===== config.mk =====
export PLATFORM = sky130hd
export DESIGN_NAME = store_buffer
export DESIGN_NICKNAME = d
export VERILOG_FILES = /design/src/rtl/lsu_pkg.sv /design/src/rtl/store_aligner.sv /design/src/rtl/store_buffer.sv
export SDC_FILE = /design/constraint.sdc
export NUM_CORES = 1
export LEC_CHECK = 0
export ABC_AREA = 0
export CAP_MARGIN = 20
export CORE_MARGIN = 8
export CORE_UTILIZATION = 35
export CTS_BUF_LIST = sky130_fd_sc_hd__clkbuf_16
export DETAILED_ROUTE_END_ITERATION = 8
export GPL_ROUTABILITY_DRIVEN = 0
export PLACE_DENSITY = 0.55
export SETUP_SLACK_MARGIN = 0.3
export SLEW_MARGIN = 5
export SYNTH_ARGS = -nofsm -noshare
export SYNTH_HDL_FRONTEND = slang
export SYNTH_SLANG_ARGS = --single-unit

===== constraint.sdc =====
create_clock -name clk -period 6.9 [get_ports clk]
set_input_delay 0.69 -clock clk [delete_from_list [all_inputs] [get_ports clk]]
set_output_delay 0.69 -clock clk [all_outputs]
set_load 0.01 [all_outputs]

===== src/rtl/lsu_pkg.sv =====
`default_nettype none
// ============================================================================
//  Module      : lsu_pkg
//  Description : Shared load/store-unit types. Holds the store-size encoding,
//                the default store buffer depth, the buffered entry layout
//                and the drain state encoding.
//  Revision    : 1.0 - initial release
// ============================================================================
package lsu_pkg;

    // Store size as driven by the core; 2'b11 is the illegal encoding.
    typedef enum logic [1:0] {
        SIZE_BYTE = 2'b00,
        SIZE_HALF = 2'b01,
        SIZE_WORD = 2'b10
    } store_size_e;

    localparam int SB_DEPTH_DEFAULT = 4;

    // One buffered store, already word-aligned and lane-aligned.
    typedef struct packed {
        logic [31:0] addr;
        logic [31:0] data;
        logic [3:0]  we;
    } sb_entry_t;

    // Drain state: BUSY whenever at least one entry is pending.
    typedef enum logic [0:0] {
        SB_IDLE = 1'b0,
        SB_BUSY = 1'b1
    } sb_state_e;

endpackage : lsu_pkg
`default_nettype wire


===== src/rtl/store_aligner.sv =====
`default_nettype none
// ============================================================================
//  Module      : store_aligner
//  Description : Combinational legality check and lane alignment of a core
//                store request.
//  Ports       : size_i  - store size (BYTE/HALF/WORD, 11 illegal)
//                addr_i  - byte address
//                data_i  - right-justified store data
//                legal_o - request is naturally aligned and of a legal size
//                addr_o  - word address (bits [1:0] cleared)
//                data_o  - data replicated onto every matching lane
//                we_o    - byte enables for the addressed lanes
//  Revision    : 1.0 - initial release
// ============================================================================
module store_aligner
    import lsu_pkg::*;
(
    input  logic [1:0]  size_i,
    input  logic [31:0] addr_i,
    input  logic [31:0] data_i,
    output logic        legal_o,
    output logic [31:0] addr_o,
    output logic [31:0] data_o,
    output logic [3:0]  we_o
);

    always_comb begin
        legal_o = 1'b0;
        data_o  = '0;
        we_o    = '0;
        addr_o  = {addr_i[31:2], 2'b00};
        case (size_i)
            SIZE_BYTE: begin
                legal_o = 1'b1;
                data_o  = {4{data_i[7:0]}};
                we_o    = 4'b0001 << addr_i[1:0];
            end
            SIZE_HALF: begin
                legal_o = ~addr_i[0];
                data_o  = {2{data_i[15:0]}};
                we_o    = 4'b0011 << addr_i[1:0];
            end
            SIZE_WORD: begin
                legal_o = (addr_i[1:0] == 2'b00);
                data_o  = data_i;
                we_o    = 4'b1111;
            end
            default: begin
                legal_o = 1'b0;
            end
        endcase
    end

endmodule : store_aligner
`default_nettype wire


===== src/rtl/store_buffer.sv =====
`default_nettype none
// ============================================================================
//  Module      : store_buffer
//  Description : In-order store buffer between the core and the store unit.
//                Accepted stores are aligned, queued in a ring buffer and
//                presented one at a time from registered head outputs.
//  Ports       : clk      - clock, all state on rising edge
//                rst_i    - asynchronous active-high reset
//                req_i    - core store request (qualified by ready_o)
//                size_i   - store size
//                addr_i   - store byte address
//                data_i   - right-justified store data
//                ready_o  - buffer not full
//                error_o  - one-cycle pulse for a rejected illegal request
//                empty_o  - no pending stores
//                write_o  - head entry pending towards the store unit
//                addr_o   - head word address
//                data_o   - head lane-aligned data
//                we_o     - head byte enables
//                valid_i  - store unit completed the head entry
//  Revision    : 1.0 - initial release
// ============================================================================
module store_buffer
    import lsu_pkg::*;
#(
    parameter int DEPTH = SB_DEPTH_DEFAULT
) (
    input  logic        clk,
    input  logic        rst_i,
    input  logic        req_i,
    input  logic [1:0]  size_i,
    input  logic [31:0] addr_i,
    input  logic [31:0] data_i,
    output logic        ready_o,
    output logic        error_o,
    output logic        empty_o,
    output logic        write_o,
    output logic [31:0] addr_o,
    output logic [31:0] data_o,
    output logic [3:0]  we_o,
    input  logic        valid_i
);

    localparam int c_ptr_w = $clog2(DEPTH);
    localparam int c_cnt_w = c_ptr_w + 1;

    sb_entry_t            r_mem [DEPTH];
    sb_entry_t            r_head;
    sb_entry_t            w_head_nxt;
    sb_entry_t            w_new;
    logic [c_ptr_w-1:0]   r_wptr;
    logic [c_ptr_w-1:0]   r_rptr;
    logic [c_ptr_w-1:0]   w_rptr_nxt;
    logic [c_cnt_w-1:0]   r_count;
    logic [c_cnt_w-1:0]   w_count_nxt;
    sb_state_e            r_state;
    sb_state_e            w_state_nxt;
    logic                 r_error;
    logic                 w_legal;
    logic                 w_full;
    logic                 w_push;
    logic                 w_pop;

    store_aligner u_aligner (
        .size_i  (size_i),
        .addr_i  (addr_i),
        .data_i  (data_i),
        .legal_o (w_legal),
        .addr_o  (w_new.addr),
        .data_o  (w_new.data),
        .we_o    (w_new.we)
    );

    assign w_full      = (r_count == c_cnt_w'(DEPTH));
    assign ready_o     = ~w_full;
    assign w_push      = req_i & ready_o & w_legal;
    // write_o is low while empty, so a stray valid_i cannot pop anything.
    assign w_pop       = valid_i & write_o;
    assign w_count_nxt = r_count + c_cnt_w'(w_push) - c_cnt_w'(w_pop);
    assign w_rptr_nxt  = r_rptr + c_ptr_w'(w_pop);

    // Next head: the incoming entry when it lands on an otherwise empty
    // queue (including push+pop of the last entry), else the entry the read
    // pointer will point at. Without a pop this re-reads the same slot, so
    // the outputs stay stable while write_o is high.
    always_comb begin
        w_head_nxt = r_head;
        if (w_push && (r_count == c_cnt_w'(w_pop))) begin
            w_head_nxt = w_new;
        end else if (w_count_nxt != '0) begin
            w_head_nxt = r_mem[w_rptr_nxt];
        end
    end

    always_comb begin
        w_state_nxt = r_state;
        case (r_state)
            SB_IDLE: begin
                if (w_push) begin
                    w_state_nxt = SB_BUSY;
                end
            end
            SB_BUSY: begin
                if (w_pop && !w_push && (r_count == c_cnt_w'(1))) begin
                    w_state_nxt = SB_IDLE;
                end
            end
            default: begin
                w_state_nxt = SB_IDLE;
            end
        endcase
    end

    always_ff @(posedge clk or posedge rst_i) begin
        if (rst_i) begin
            r_state <= SB_IDLE;
        end else begin
            r_state <= w_state_nxt;
        end
    end

    always_ff @(posedge clk or posedge rst_i) begin
        if (rst_i) begin
            r_wptr  <= '0;
            r_rptr  <= '0;
            r_count <= '0;
            r_head  <= '0;
            r_error <= 1'b0;
        end else begin
            r_wptr  <= r_wptr + c_ptr_w'(w_push);
            r_rptr  <= w_rptr_nxt;
            r_count <= w_count_nxt;
            r_head  <= w_head_nxt;
            r_error <= req_i & ready_o & ~w_legal;
        end
    end

    // Storage needs no reset: slots are only read after being written.
    always_ff @(posedge clk) begin
        if (w_push) begin
            r_mem[r_wptr] <= w_new;
        end
    end

    assign write_o = (r_state == SB_BUSY);
    assign empty_o = (r_count == '0);
    assign error_o = r_error;
    assign addr_o  = r_head.addr;
    assign data_o  = r_head.data;
    assign we_o    = r_head.we;

endmodule : store_buffer
`default_nettype wire


==> results of run 1 <==
kinds of logic after synthesis:
group	synth area share [%]
other	0.0278
AOI/OAI and AO/OA	6.86
buffers and inverters	2.32
xor gates and xnor gates	0.296
muxes	11.6
DFF	72.6
adders and majority gates	0.611
and+or+nand+nor	5.71
power by group:
group	internal, mW	switching, mW
sequential	2.65	0.199
combinational	1.41	1.49
clock	1.06	0.784
worst min path at each step:
stage	from	end	depth (start not counted)
global route	rst_i	addr_o[8]	2
floorplan	r_rptr[0]	r_rptr[0]	1
finish	rst_i	addr_o[8]	2
CTS	rst_i	addr_o[8]	2
global placement	addr_o[8]	addr_o[8]	2
detailed placement	addr_o[31]	addr_o[31]	2
stage by stage:
step	total power, mW	instances
6_report	7.59	1494
5_1_grt	8.07	1494
4_1_cts	7.75	1492
3_5_place_dp	5.89	1424
3_3_place_gp	5.85	1423
2_1_floorplan	4.83	804
worst max-delay path: cells and delay by family:
family	cells	cell delay, ns
and+or+nand+nor	2	0.71
AOI/OAI and AO/OA	3	0.86
buffers and inverters	3	1.38
adders and majority gates	3	0.99
xor gates and xnor gates	1	0.26
routing by layer:
layer | part of all wire [%] | wire length, microns | vias to the layer above
li1 | - | - | 3379
met1 | 46 | 15000 | 3855
met2 | 47 | 15100 | 202
met3 | 5.7 | 1850 | 38
met4 | 1.4 | 461 | 0
met5 | 0 | 0 | -
sequential cells by signal, indices dropped and copies added, names as in the netlist:
signal   cells
r_mem      264
data_o      32
addr_o      30
we_o         4
r_count      3
r_rptr       2
r_wptr       2
error_o      1
write_o      1
area by class of cell:
type / instances / share of cell area [%]
Sequential cell: 339 / 58.8
Multi-Input combinational cell: 403 / 20.9
Timing Repair Buffer: 155 / 9.34
Clock buffer: 39 / 5.86
Tap cell: 518 / 3.89
Clock inverter: 29 / 0.939
Inverter: 11 / 0.263
cell usage in the layout, fill, tap and decap left out, types with 2 or more instances in the layout:
cell type and instances:
edfxtp_1 264, clkdlybuf4s50_1 139, nand2_1 116, dfrtp_1 75, mux4_2 66, nor2_1 49, a31oi_1 42, clkbuf_16 39
a21boi_0 26, a2bb2oi_1 24, inv_1 19, a21o_1 16, buf_4 12, clkinv_1 10, a21oi_1 8, mux2i_1 8
o21ai_0 7, clkinv_2 6, nor3_1 5, and2_1 4, ha_1 4, a22o_1 3, buf_12 3, or2_2 2
nor3b_4 2, conb_1 2, inv_6 2
==> metrics.yaml, run 1 <==
htree_levels: 2
grt_max_degree: 80
placementRows: 72
synth_top_area_share_pct: 58.7
coreArea_sq_um: 38400
clk_latency_ns: 0.51
p_leak_nw: 5.99
fin_setup_tns_ns: 0
worst_path_max_delay_cell: "buf_4"
max-vdd-ir-drop_uv: 441
firstDrtPassIters: 6
r2r_end: "data_o[11]"
postPlaceCellArea_sq_um: 15500
slowest_delay_ns: 0.69
drt-total-wl_mm: 32.4
grt-busiest-layer: "met2"
worstSetupEndpointType: "flip-flop"
regArea_sq_um: 9800
startpoint_type: "input pin"
yosysSeqAreaShare_pct: 72.6
fin_skew_ns: 0.00812
drt_iter0_drc: 471
path_cells: "clkdlybuf4s50_1 -> nor3_1 -> o211ai_1 -> ha_1 -> inv_1 -> ha_1 -> fa_1 -> xnor3_1 -> nor3_4 -> buf_4 -> a21boi_0 -> a2bb2oi_1"
ant_nets: 0
cts_setup_buffers: 0
grt_pass1_wl_mm: 49.0
ys.flop_type: "edfxtp_1"
cts.path.max_buffers: 3
synth-seq-cells: 339
gr-usage-all-layers_pct: 14.3
multiInputGateArea_sq_um: 3480
maxCapViolations: 0
grtUsageMet3_pct: 3.24
ioPinCount: 142
path_class: "input pin to flip-flop"
hp-class: "input pin to asynchronous set/reset pin"
syn_area_per_cell_sq_um: 16.8
postCtsHoldBufs: 0
synthCells: 803
crit_start: "size_i[0]"
fillers: 3514
drc: 0
n_antenna_cell: 0
maxSlewViolCount: 0
min_period_ns: 4.53
tightest_slew_ns: 0.971
clock-sinks: 339
place_ws_ns: 1.83
yosys-top-cells-area: "edfxtp_1 (59%), dfrtp_1 (14%), mux4_2 (11%), nand2_1 (3.2%), a31oi_1 (1.9%)"
crit_arrival_ns: 4.95
yosysMostFrequentCell: "edfxtp_1"
synth_cell_types: 39
p_per_area_nw_per_um2: 456
final_nets: 1023
layout_setup_ws_ns: 2.37
critPathRequiredTime_ns: 7.33
dieArea_sq_um: 45100
cts_tree: "done"
crit_fanout: 66
grtUsageMet2_pct: 22.9
path_clk_slew_ns: 0.06
syn_area_sq_um: 13500
yosys.area.top_type: "edfxtp_1"
initial_utilization_pct: 35.2
synthTopCellsByCount: "edfxtp_1 (264), nand2_1 (116), dfrtp_1 (75), mux4_2 (66), nor2_1 (49)"
worst_hold_slack_ns: 0.453
rr_worst_depth: 10
wire_per_inst_microns: 21.7
synth-async-reset-ratio_pct: 22.1
r2r-start: "r_count[0]"
grt_pass1_vias: 7998
cts-root-buf: "clkbuf_16"
slew_headroom_pct: 35.3
gr-usage-met1_pct: 19.6
setup_viol: 0
post_cts_resized: 0
fin_area_sq_um: 16700
antenna_found_initial: 0
rrSetupSlack_ns: 2.99
finalCritPeriodShare_pct: 65.6
dieWidth_microns: 212
utilization_pct: 43.4
clock.fmax_mhz: 221
area_growth_syn_to_layout_pct: 23.3
numCtsBuffers: 37
cpMostUsedCell: "ha_1"
portBuffers: 139
vias: 7474
rsz0062_at_grt: "no"
synth_edf_count: 264
viasPerCell: 5.00
status: "completed"
yosys_warnings: 0
die_h_microns: 212
finalHoldViolCount: 0
drive_gt1_share_pct: 14.9
dp_hpwl_mm: 18.3
endpoint: "data_o[11]"
grt-ovfl-total: 0
No activity file was read; power rests on OpenSTA's default activity.
==> run 2, diff against run 1 <==
--- a/config.mk
+++ b/config.mk
@@ -12,7 +12,7 @@
 export CTS_BUF_LIST = sky130_fd_sc_hd__clkbuf_16
 export DETAILED_ROUTE_END_ITERATION = 8
 export GPL_ROUTABILITY_DRIVEN = 0
-export PLACE_DENSITY = 0.55
+export PLACE_DENSITY = 0.57
 export SETUP_SLACK_MARGIN = 0.3
 export SLEW_MARGIN = 5
 export SYNTH_ARGS = -nofsm -noshare
==> constraint.sdc (replaced) <==
create_clock -name clk -period 3.6 [get_ports clk]
set_input_delay 0.36 -clock clk [delete_from_list [all_inputs] [get_ports clk]]
set_output_delay 0.36 -clock clk [all_outputs]
set_load 0.01 [all_outputs]
==> run 2 against run 1 <==
Against the previous run:
- hold slack lost 0.14 ns
- total power rose by 98%
- register-to-register slack got worse by 2.5 ns
- sequential share of layout area fell by 0.95 points
- clock power is 99% higher
- critical path type is now flip-flop to flip-flop
- non-clock buffer count grew 13
- sequential power increased by 91%
- clock-buffer cell count is 1 lower
- routed wire length is essentially flat
==> metrics.yaml, run 2 (synthesis results as in run 1) <==
status: "completed"
drive_gt1_share_pct: 16.4  # +1.5 points
grt_max_degree: 133  # +66%
postCtsHoldBufs: 0  # unchanged
critPathRequiredTime_ns: 3.96  # -3.37 ns
viasPerCell: 5.02  # +0.40%
crit_start: "r_count[1]"
grt-ovfl-total: 0  # unchanged
drc: 0  # unchanged
gr-usage-all-layers_pct: 14.3  # +0.027 points
ioPinCount: 142  # unchanged
fin_setup_tns_ns: 0  # unchanged
grt_pass1_vias: 8069  # +0.89%
crit_arrival_ns: 3.47  # -1.48 ns
initial_utilization_pct: 35.2  # unchanged
clock-sinks: 339  # unchanged
clock.fmax_mhz: 322
final_common_cell: "edfxtp_1"
htree_levels: 2  # unchanged
hp-class: "input pin to asynchronous set/reset pin"
firstDrtPassIters: 6  # unchanged
wl_met1_mm: 14.4  # -4.1%
slew_headroom_pct: 55.6  # +20 points
dr_wl_met2_mm: 15.7  # +4.1%
worstSetupEndpointType: "flip-flop"
placementRows: 72  # unchanged
clk_latency_ns: 0.53  # +0.02 ns
die_h_microns: 212  # unchanged
cts_tree: "done"
dp_cells: 1436  # +0.84%
finalHoldViolCount: 0  # unchanged
coreArea_sq_um: 38400  # unchanged
drt-total-wl_mm: 32.4  # about the same
area_growth_syn_to_layout_pct: 25.4
maxCapViolations: 0  # unchanged
dieWidth_microns: 212  # unchanged
min_period_ns: 3.11
final_nets: 1037  # +1.4%
top_layer_used: "met4"
portBuffers: 139  # unchanged
r2r-start: "r_count[1]"
grt_pass1_wl_mm: 49.5  # +0.90%
maxSlewViolCount: 0  # unchanged
route.met3.wl_mm: 1.87  # +0.76%
p_per_area_nw_per_um2: 889  # +95%
cts.path.max_buffers: 3  # unchanged
cts-root-buf: "clkbuf_16"
vias: 7574  # +1.3%
layout_common_cells: "edfxtp_1 (264), clkdlybuf4s50_1 (139), nand2_1 (116), dfrtp_1 (74), mux4_2 (66)"
dp_hpwl_mm: 19.3  # +5.2%
path_class: "flip-flop to flip-flop"
finalCritPeriodShare_pct: 86.4
ant_nets: 0  # unchanged
max-vdd-ir-drop_uv: 562  # +28%
n_antenna_cell: 0  # unchanged
dieArea_sq_um: 45100  # unchanged
drt_iter0_drc: 428  # -9.1%
crit_fanout: 42  # -36%
largest_reg_flops: 264  # unchanged
rsz0062_at_grt: "no"
fin_skew_ns: 0.0211  # +0.0130 ns
largest_register: "r_mem"
p_leak_nw: 6.12  # +2.1%
path_clk_slew_ns: 0.06  # about the same
numCtsBuffers: 38  # +2.7%
setup_viol: 0  # unchanged
startpoint_type: "flip-flop"
tightest_slew_ns: 0.667  # -0.304 ns
antenna_found_initial: 0  # unchanged
stdcell_count: 1508  # +0.94%
wire_per_inst_microns: 21.5  # -0.91%
-- run 2: timing repair --
action	4_1_cts	5_1_grt
resized for setup	0	1
endpoints found under the hold margin	0	0
endpoints found under the setup margin	0	6
setup buffers	0	3
-- run 2: path summary, 6_finish.rpt --
path	to	slack (ns)	cells after the start
max	addr_o[3]	0.49	10
min	data_o[12]	0.31	2
min in group clk	error_o	0.44	3
min reg2reg	addr_o[11]	0.54	2
max reg2reg	addr_o[3]	0.49	10
max in group asynchronous	data_o[20]	2.54	3
-- run 2: worst max-delay path: stages (launching register included) --
cell	delay [ns]
dfrtp_1	0.45
or3b_2	0.51
o211ai_1	0.15
ha_1	0.27
inv_1	0.06
ha_1	0.15
fa_1	0.49
or3_4	0.46
buf_12	0.21
nand2_1	0.10
a31oi_1	0.08
-- run 2: report_power, final --
| part | total, mW | leakage (nW) | switching, mW | internal (mW) |
|---|---|---|---|---|
| sequential | 5.45 | 3.29 | 0.373 | 5.08 |
| combinational | 5.92 | 2.22 | 2.93 | 3.00 |
| clock | 3.67 | 0.611 | 1.53 | 2.14 |
| total | 15.1 | 6.12 | 4.83 | 10.2 |
-- run 2: stage by stage --
stage	hold WS (ns)	setup WS [ns]	util (%)	power, mW	instance area (sq um)
6_report	0.311	0.490	44.1	15.1	16900
5_1_grt	0.362	0.371	44.1	16.0	16900
4_1_cts	0.310	0.446	44.1	15.3	16900
3_3_place_gp	0.528	0.210	41.0	11.5	15700
2_1_floorplan	0.459	0.277	-	9.26	13500
3_5_place_dp	0.531	0.137	41.0	11.6	15700
-- run 2: layout make-up --
type | instances | area [sq um]
clock buffers | 38 | 951
clock inverters | 31 | 234
fillers | 3462 | 21400
inverters | 11 | 43.8
multi-input cells | 403 | 3490
flip-flops and latches | 339 | 9810
well taps | 518 | 648
repair buffers | 168 | 1770
-- run 2: routing by layer --
| metal | track usage, % | up-vias |
|---|---|---|
| met5 | 0 | - |
| met4 | 3.12 | 0 |
| met3 | 3.58 | 34 |
| met2 | 24.2 | 180 |
| met1 | 18.4 | 3939 |
| li1 | - | 3421 |
